===== config.mk =====
export PLATFORM = sky130hd
export DESIGN_NAME = mem_access_stage
export DESIGN_NICKNAME = d
export VERILOG_FILES = /design/src/rtl/y86_pkg.sv /design/src/rtl/mem_addr_ctrl.sv /design/src/rtl/mem_access_stage.sv
export SDC_FILE = /design/constraint.sdc
export NUM_CORES = 1
export LEC_CHECK = 0
export BUFFER_PORTS_ARGS = -buffer_cell sky130_fd_sc_hd__buf_2
export CORE_AREA = 8 8 209 211
export CTS_BUF_LIST = sky130_fd_sc_hd__clkbuf_2
export DETAILED_ROUTE_END_ITERATION = 10
export DIE_AREA = 0 0 217 219
export GPL_TIMING_DRIVEN = 0
export PLACE_DENSITY = 0.6
export SETUP_SLACK_MARGIN = 0.15
export SLEW_MARGIN = 40
export SYNTH_ARGS = -nofsm -noshare
export SYNTH_HDL_FRONTEND = slang
export SYNTH_SLANG_ARGS = --single-unit

===== constraint.sdc =====
create_clock -name clk -period 3.3 [get_ports clk]
set_clock_uncertainty 0.2 [all_clocks]
set_input_delay 0.165 -clock clk [delete_from_list [all_inputs] [get_ports clk]]
set_output_delay 0.165 -clock clk [all_outputs]
set_load 0.01 [all_outputs]

===== src/rtl/y86_pkg.sv =====
// Shared Y86-64 definitions for the memory stage: icodes, status codes, FSM states.
// Latency: none (declarations only).
// Backpressure: not applicable.
package y86_pkg;

  localparam logic [3:0] I_HALT   = 4'h0;
  localparam logic [3:0] I_NOP    = 4'h1;
  localparam logic [3:0] I_RRMOVQ = 4'h2;
  localparam logic [3:0] I_IRMOVQ = 4'h3;
  localparam logic [3:0] I_RMMOVQ = 4'h4;
  localparam logic [3:0] I_MRMOVQ = 4'h5;
  localparam logic [3:0] I_OPQ    = 4'h6;
  localparam logic [3:0] I_JXX    = 4'h7;
  localparam logic [3:0] I_CALL   = 4'h8;
  localparam logic [3:0] I_RET    = 4'h9;
  localparam logic [3:0] I_PUSHQ  = 4'hA;
  localparam logic [3:0] I_POPQ   = 4'hB;

  localparam logic [3:0] R_NONE   = 4'hF;

  localparam logic [2:0] STAT_AOK = 3'd1;
  localparam logic [2:0] STAT_HLT = 3'd2;
  localparam logic [2:0] STAT_ADR = 3'd3;
  localparam logic [2:0] STAT_INS = 3'd4;

  typedef enum logic [1:0] {
    MS_IDLE   = 2'd0,
    MS_ACCESS = 2'd1,
    MS_RESP   = 2'd2
  } mem_state_e;

endpackage


===== src/rtl/mem_addr_ctrl.sv =====
// Decodes icode/valA/valE/valP into memory direction, address, write data and range fault.
// Latency: purely combinational.
// Backpressure: none; evaluated every cycle on the stage inputs.
module mem_addr_ctrl
  import y86_pkg::*;
#(
  parameter int DMEM_BYTES = 8192
) (
  input  logic [3:0]  icode,
  input  logic [63:0] valA,
  input  logic [63:0] valE,
  input  logic [63:0] valP,
  output logic        is_read,
  output logic        is_write,
  output logic [63:0] addr,
  output logic [63:0] wdata,
  output logic        addr_fault
);

  // Highest byte address at which a full 8-byte access still fits.
  localparam logic [63:0] ADDR_MAX = 64'(DMEM_BYTES - 8);

  // Classify the instruction and pick its address and store data source.
  always_comb begin
    is_read    = 1'b0;
    is_write   = 1'b0;
    addr       = 64'd0;
    wdata      = 64'd0;
    case (icode)
      I_MRMOVQ: begin
        is_read = 1'b1;
        addr    = valE;
      end
      I_POPQ, I_RET: begin
        is_read = 1'b1;
        addr    = valA;
      end
      I_RMMOVQ, I_PUSHQ: begin
        is_write = 1'b1;
        addr     = valE;
        wdata    = valA;
      end
      I_CALL: begin
        is_write = 1'b1;
        addr     = valE;
        wdata    = valP;
      end
      default: ;
    endcase
    addr_fault = (is_read || is_write) && (addr > ADDR_MAX);
  end

endmodule


===== src/rtl/mem_access_stage.sv =====
// Y86-64 memory stage: one instruction at a time, req/ack data memory, one-cycle result strobe.
// Latency: 1 cycle for non-memory ops, ack edge + 1 for memory ops (min 2); all outputs registered.
// Backpressure: in_ready low outside IDLE and forever after a fault or halt; optional perf
// counters are enabled with `define MEM_ACCESS_PERF_EN.
module mem_access_stage
  import y86_pkg::*;
#(
  parameter int DMEM_BYTES     = 8192,
  parameter int TIMEOUT_CYCLES = 16
) (
  input  logic        clk,
  input  logic        rst_n,
  input  logic        in_valid,
  output logic        in_ready,
  input  logic [3:0]  in_icode,
  input  logic [3:0]  in_rA,
  input  logic [3:0]  in_rB,
  input  logic [63:0] in_valA,
  input  logic [63:0] in_valE,
  input  logic [63:0] in_valP,
  output logic        dmem_req,
  output logic        dmem_we,
  output logic [63:0] dmem_addr,
  output logic [63:0] dmem_wdata,
  input  logic        dmem_ack,
  input  logic [63:0] dmem_rdata,
  input  logic        dmem_err,
  output logic        out_valid,
  output logic [3:0]  out_icode,
  output logic [3:0]  out_rA,
  output logic [3:0]  out_rB,
  output logic [63:0] out_valE,
  output logic [63:0] out_valM,
  output logic [2:0]  stat
`ifdef MEM_ACCESS_PERF_EN
  ,
  output logic [31:0] perf_loads,
  output logic [31:0] perf_stores,
  output logic [31:0] perf_wait_cycles
`endif
);

  localparam logic [7:0] WAIT_LAST = 8'(TIMEOUT_CYCLES - 1);

  mem_state_e  state_q, state_d;
  logic        halted_q, halted_d;
  logic [7:0]  wait_cnt_q;
  logic [3:0]  lat_icode_q, lat_rA_q, lat_rB_q;
  logic [63:0] lat_valE_q;
  logic        lat_read_q;

  logic        dec_is_read, dec_is_write, dec_addr_fault;
  logic [63:0] dec_addr, dec_wdata;

  logic        start_access, end_access, cnt_inc, resp_load;
  logic [2:0]  resp_stat;
  logic [63:0] resp_valM;
  logic [3:0]  src_icode, src_rA, src_rB;
  logic [63:0] src_valE;

  mem_addr_ctrl #(.DMEM_BYTES(DMEM_BYTES)) u_addr_ctrl (
    .icode      (in_icode),
    .valA       (in_valA),
    .valE       (in_valE),
    .valP       (in_valP),
    .is_read    (dec_is_read),
    .is_write   (dec_is_write),
    .addr       (dec_addr),
    .wdata      (dec_wdata),
    .addr_fault (dec_addr_fault)
  );

  // Result fields come straight from the inputs when resolved at accept, else from the latch.
  always_comb begin
    src_icode = lat_icode_q;
    src_rA    = lat_rA_q;
    src_rB    = lat_rB_q;
    src_valE  = lat_valE_q;
    if (state_q == MS_IDLE) begin
      src_icode = in_icode;
      src_rA    = in_rA;
      src_rB    = in_rB;
      src_valE  = in_valE;
    end
  end

  // Next-state logic and per-cycle control strobes for the registered outputs.
  always_comb begin
    state_d      = state_q;
    start_access = 1'b0;
    end_access   = 1'b0;
    cnt_inc      = 1'b0;
    resp_load    = 1'b0;
    resp_stat    = STAT_AOK;
    resp_valM    = 64'd0;
    case (state_q)
      MS_IDLE: begin
        if (in_valid && in_ready) begin
          if (in_icode == I_HALT) begin
            resp_load = 1'b1;
            resp_stat = STAT_HLT;
          end else if (in_icode > I_POPQ) begin
            resp_load = 1'b1;
            resp_stat = STAT_INS;
          end else if (dec_is_read || dec_is_write) begin
            if (dec_addr_fault) begin
              resp_load = 1'b1;
              resp_stat = STAT_ADR;
            end else begin
              start_access = 1'b1;
              state_d      = MS_ACCESS;
            end
          end else begin
            resp_load = 1'b1;
          end
          if (resp_load) state_d = MS_RESP;
        end
      end
      MS_ACCESS: begin
        if (dmem_ack) begin
          end_access = 1'b1;
          resp_load  = 1'b1;
          state_d    = MS_RESP;
          if (dmem_err) begin
            resp_stat = STAT_ADR;
          end else if (lat_read_q) begin
            resp_valM = dmem_rdata;
          end
        end else if (wait_cnt_q == WAIT_LAST) begin
          end_access = 1'b1;
          resp_load  = 1'b1;
          resp_stat  = STAT_ADR;
          state_d    = MS_RESP;
        end else begin
          cnt_inc = 1'b1;
        end
      end
      MS_RESP: begin
        state_d = MS_IDLE;
      end
      default: state_d = MS_IDLE;
    endcase
    halted_d = halted_q || ((state_q == MS_RESP) && (stat != STAT_AOK));
  end

  // FSM state, sticky halt flag and registered accept handshake.
  always_ff @(posedge clk or negedge rst_n) begin
    if (!rst_n) begin
      state_q  <= MS_IDLE;
      halted_q <= 1'b0;
      in_ready <= 1'b1;
    end else begin
      state_q  <= state_d;
      halted_q <= halted_d;
      in_ready <= (state_d == MS_IDLE) && !halted_d;
    end
  end

  // Latch the instruction at accept so it survives the memory wait.
  always_ff @(posedge clk or negedge rst_n) begin
    if (!rst_n) begin
      lat_icode_q <= I_NOP;
      lat_rA_q    <= R_NONE;
      lat_rB_q    <= R_NONE;
      lat_valE_q  <= 64'd0;
      lat_read_q  <= 1'b0;
    end else if (state_q == MS_IDLE && in_valid && in_ready) begin
      lat_icode_q <= in_icode;
      lat_rA_q    <= in_rA;
      lat_rB_q    <= in_rB;
      lat_valE_q  <= in_valE;
      lat_read_q  <= dec_is_read;
    end
  end

  // Memory port: request held with stable address/data until ack or timeout.
  always_ff @(posedge clk or negedge rst_n) begin
    if (!rst_n) begin
      dmem_req   <= 1'b0;
      dmem_we    <= 1'b0;
      dmem_addr  <= 64'd0;
      dmem_wdata <= 64'd0;
      wait_cnt_q <= 8'd0;
    end else begin
      if (start_access) begin
        dmem_req   <= 1'b1;
        dmem_we    <= dec_is_write;
        dmem_addr  <= dec_addr;
        dmem_wdata <= dec_wdata;
        wait_cnt_q <= 8'd0;
      end else if (end_access) begin
        dmem_req <= 1'b0;
        dmem_we  <= 1'b0;
      end else if (cnt_inc) begin
        wait_cnt_q <= wait_cnt_q + 8'd1;
      end
    end
  end

  // Write-back interface: a one-cycle strobe, icode parked at nop whenever not strobing.
  always_ff @(posedge clk or negedge rst_n) begin
    if (!rst_n) begin
      out_valid <= 1'b0;
      out_icode <= I_NOP;
      out_rA    <= R_NONE;
      out_rB    <= R_NONE;
      out_valE  <= 64'd0;
      out_valM  <= 64'd0;
      stat      <= STAT_AOK;
    end else if (resp_load) begin
      out_valid <= 1'b1;
      out_icode <= (resp_stat == STAT_AOK) ? src_icode : I_NOP;
      out_rA    <= src_rA;
      out_rB    <= src_rB;
      out_valE  <= src_valE;
      out_valM  <= resp_valM;
      stat      <= resp_stat;
    end else begin
      out_valid <= 1'b0;
      out_icode <= I_NOP;
    end
  end

`ifdef MEM_ACCESS_PERF_EN
  // Saturating event counters for successful loads, stores and ack-less wait cycles.
  always_ff @(posedge clk or negedge rst_n) begin
    if (!rst_n) begin
      perf_loads       <= 32'd0;
      perf_stores      <= 32'd0;
      perf_wait_cycles <= 32'd0;
    end else if (state_q == MS_ACCESS) begin
      if (dmem_ack && !dmem_err && lat_read_q && perf_loads != 32'hFFFF_FFFF)
        perf_loads <= perf_loads + 32'd1;
      if (dmem_ack && !dmem_err && !lat_read_q && perf_stores != 32'hFFFF_FFFF)
        perf_stores <= perf_stores + 32'd1;
      if (!dmem_ack && perf_wait_cycles != 32'hFFFF_FFFF)
        perf_wait_cycles <= perf_wait_cycles + 32'd1;
    end
  end
`endif

endmodule


==> run summary, run 1 <==
Post-synthesis simple-gate area fraction = 0.110
Synth Area per Inst = 12.4 um2
Mux contribution to synthesized area = 0.164
Status = aborted with a tool error
Top cells by area, synth = dfrtp_1 (56%), mux2_2 (9.2%), a22o_1 (7.7%), mux2_1 (7.0%), nand2_1 (6.0%)
TritonCTS Sinks = 363
I/O pins = 548
Most numerous cell in the Yosys netlist = dfrtp_1
Compound-Gate Fraction of Synth Area = 0.0991
Area after DPL = 18900 um2
#FFs+latches synth = 363
Post-CTS Setup Bufs = 0
Syn Inst Count = 1241
XOR/XNOR Fraction of Synth Area = 0.00400
Seq/Total Area, Yosys = 0.594
Hold buffer count at cts = 501
Synth cell count leaders = dfrtp_1 (343), nand2_1 (247), a22o_1 (135), mux2_2 (125), mux2_1 (96)
Die span in x = 217 um
Post-synth EDFFs = 0
Std-Cell Rows = 74
Port Buffers = 547
Synth Net Count = 1515
Error = [ERROR RSZ-0060] Max buffer count reached.
Warnings, synthesis = 0
Area share of the largest cell type after synthesis = 0.559
CTS Buf Count = 97
Main combinational cell family by area after synthesis = multiplexers
Fail Step = 4_1_cts
Clk buf depth = 3
Root buffer selected by CTS = clkbuf_2
Final HPWL DP = 43900 um
Unique cell type count in the Yosys netlist = 53
H-tree levels = 3
Routability cong. = 0.967
Ys flop type = dfrtp_1
Synthesized cell area = 15300 um2
Synth Area in Adders = 0.000816
Cells resized by post-CTS repair = 3
Async set-reset flop share out of synthesis = 1.00
Die H = 219 um
Cell taking the most area after synthesis = dfrtp_1
Initial Util = 0.380
through the flow:
step,TNS (ns),setup WS [ns],std cells
after global placement,-1931.54,-5.39,2320
after floorplan,0,0.868,1241
after detailed placement,-0.212,-0.0281,2325
logic make-up after synthesis:
logic type	after synthesis
AND/OR/NAND/NOR	372
flip-flops	363
multiplexers	223
AO/OA/AOI/OAI	186
buffers and inverters	89
XOR/XNOR	7
adder cells (fa/ha/maj)	1
==> run 2: changes to the inputs <==
CORE_AREA = unset   (was 8 8 209 211)
CORE_MARGIN = 8   (was unset)
CORE_UTILIZATION = 39   (was unset)
CTS_BUF_LIST = unset   (was sky130_fd_sc_hd__clkbuf_2)
DIE_AREA = unset   (was 0 0 217 219)
PLACE_DENSITY = unset   (was 0.6)
PLACE_DENSITY_LB_ADDON = 0.15   (was unset)
SETUP_SLACK_MARGIN = unset   (was 0.15)
==> run summary, run 2 <==
Status = complete, no violations
Max incr delay on CP = 0.58 ns
Max_cap viols = 0
Std-Cell Rows = 72
Most numerous cell in the Yosys netlist = dfrtp_1
Final WS setup = 0.143 ns
Internal Pwr Total = 9.81 mW
Vias = 13600
Clock network power share = 0.334
Leakage = 12.3 nW
Port Buffers = 547
Ys flop type = dfrtp_1
Setup Total Neg Slack = 0 ns
Final Slew Violations = 0
Critical path cell sequence = buf_2 -> buf_2 -> nor2b_1 -> nor3b_1 -> clkbuf_1 -> clkbuf_1 -> a22o_1 -> dlygate4sd3_1 -> mux2_1
Root buffer selected by CTS = clkbuf_16
CTS Buf Count = 41
Overall power = 14.0 mW
Comb pwr share = 0.245
CP max-delay cell = clkbuf_1
Worst rel slew slack = 0.486
Max layer used = met5
CTS tree = built
DRC viols = 0
Post-synth EDFFs = 0
Final instance area = 23200 um2
Final Hold Vio Count = 0
Worst-Skew Late Latency = 0.56 ns
Die area = 45900 um2
# setup viols final = 0
Area Growth Syn to Fin = 50.9%
First-pass GRT wire length = 91200 um
Synthesized cell area = 15300 um2
Minimum clock period = 3.16 ns
Iter 0 DRT Violations = 923
Worst reg2reg setup slack = 0.23 ns
Vias in the first global route = 14800
R2R Path Start = state_q[0]
I/O pins = 548
Remaining antenna violation count = 0
Post-CTS Setup Bufs = 0
DR vias/cell = 5.07
GRT Overall Usage = 0.253
CP Max Fanout = 10
Mean routed wirelength per cell = 22.2 um
Cell Count, Final, Fillers Out = 2682
Largest net degree at the start of global routing = 74
Core ar. = 38700 um2
Warnings, synthesis = 0
Area after DPL = 18900 um2
Syn Inst Count = 1241
Slew of the pin with the lowest slew margin = 0.771 ns
Synth cell count leaders = dfrtp_1 (343), nand2_1 (247), a22o_1 (135), mux2_2 (125), mux2_1 (96)
Required time of the critical path = 3.59 ns
RSZ-0062 raised after global routing = false
CP Capture Type = register
Seq/Total Area, Yosys = 0.594
Share of cells above drive strength 1 = 0.371
#FFs+latches synth = 363
Async set-reset flop share out of synthesis = 1.00
Switching share of power = 0.301
M1 wire length = 23300 um
Hold Crit Class = in2async
Fin crit share = 0.957
Switching Power = 4.22 mW
Fmax = 0.317 GHz
Reg2reg end = out_valM[42]
Placed insts = 2311
Met3 WL post-DR = 4640 um
Die H = 214 um
Final HPWL DP = 42700 um
Worst endpoint data arrival time = 3.44 ns
Routability cong. = 0.873
TritonCTS Sinks = 363
R2R depth = 8
Drt total wl = 59400 um
Grt total ovfl = 0
Layout Nets = 2397
Initial Util = 0.396
Synth Area per Inst = 12.4 um2
Top cells by area, synth = dfrtp_1 (56%), mux2_2 (9.2%), a22o_1 (7.7%), mux2_1 (7.0%), nand2_1 (6.0%)
TritonRoute pass-1 iters = 5
Cell taking the most area after synthesis = dfrtp_1
Unique cell type count in the Yosys netlist = 53
Synth Net Count = 1515
Sequential share of power = 0.422
Place WS = -0.247 ns
Peak supply drop = 484 uV
H-tree levels = 2
Worst Setup Path Type = in2reg
Most frequent cells in the layout = buf_2 (561), dfrtp_1 (343), dlygate4sd3_1 (286)
Initial antenna violation count = 11
Commonest non-fill, non-tap cell in the layout = buf_2
Met2 wire length = 28800 um
Crit start category = input port
Pwr Density = 606 nW/um2
Area share of the largest cell type after synthesis = 0.559
Clk buf depth = 3
Clock transition at path regs = 0.06 ns
Die span in x = 214 um
[run 2: layout make-up]
cell class,count,area (um2)
diodes,9,22.5
plain buffers,83,415
clock buffers,61,1250
clock inverters,14,126
fillers,3160,15600
inverters,6,22.5
multi-input cells,789,5800
flip-flops and latches,363,9110
well taps,518,648
repair buffers,839,5750
[run 2: repair_timing]
item,in CTS,in global routing
endpoints found under the setup margin,0,257
endpoints found under the hold margin,653,0
hold buffers,287,0
resized for setup,0,2
[run 2: worst max path at each step]
stage | to | slack (ns) | from | depth (start not counted)
finish | dmem_wdata[62] | 0.14 | in_icode[3] | 9
CTS | dmem_addr[8] | 0.005 | in_valE[57] | 10
floorplan | out_valE[0] | 0.87 | in_icode[0] | 10
global placement | dmem_addr[48] | -5.38 | rst_n | 1
detailed placement | dmem_addr[8] | -0.25 | in_icode[0] | 10
global route | out_valM[54] | 0.01 | state_q[0] | 8
[run 2: critical path, delay by kind of cell]
kind            cells  cell delay (ns)
compound gates      1             0.27
buf+inv             5             2.00
mux                 1             0.13
simple gates        2             0.86
[run 2: routing by layer]
layer  up-vias  track usage
li1       6168            -
met2       601        0.424
met5         -            0
met1      6684        0.293
met4         4        0.117
met3       141       0.0794
[run 2: power groups by stage]
stage / registers [mW] / clock network [mW] / logic [mW]
after floorplan: 6.14 / 0 / 1.54
after global placement: 5.95 / 0 / 3.11
after detailed placement: 5.99 / 0 / 3.19
after CTS: 5.92 / 4.79 / 3.47
after global routing: 6.04 / 4.99 / 3.77
final: 5.92 / 4.68 / 3.43
[run 2: cell families after synthesis]
| kind of cell | count (synthesis) | synth area share |
|---|---|---|
| xor gates and xnor gates | 7 | 0.00400 |
| AOI/OAI and AO/OA | 186 | 0.0991 |
| adders and majority gates | 1 | 0.000815 |
| buffers and inverters | 89 | 0.0285 |
| DFF | 363 | 0.594 |
| and+or+nand+nor | 372 | 0.110 |
| muxes | 223 | 0.164 |
[run 2: per-stage QoR]
stage               hold WS, ns   util
finish                   0.0166  0.598
floorplan                -0.331      -
global route             0.0406  0.598
global placement          0.165  0.483
detailed placement       -0.169  0.487
CTS                      0.0116  0.597
No activity file was read; power rests on OpenSTA's default activity.
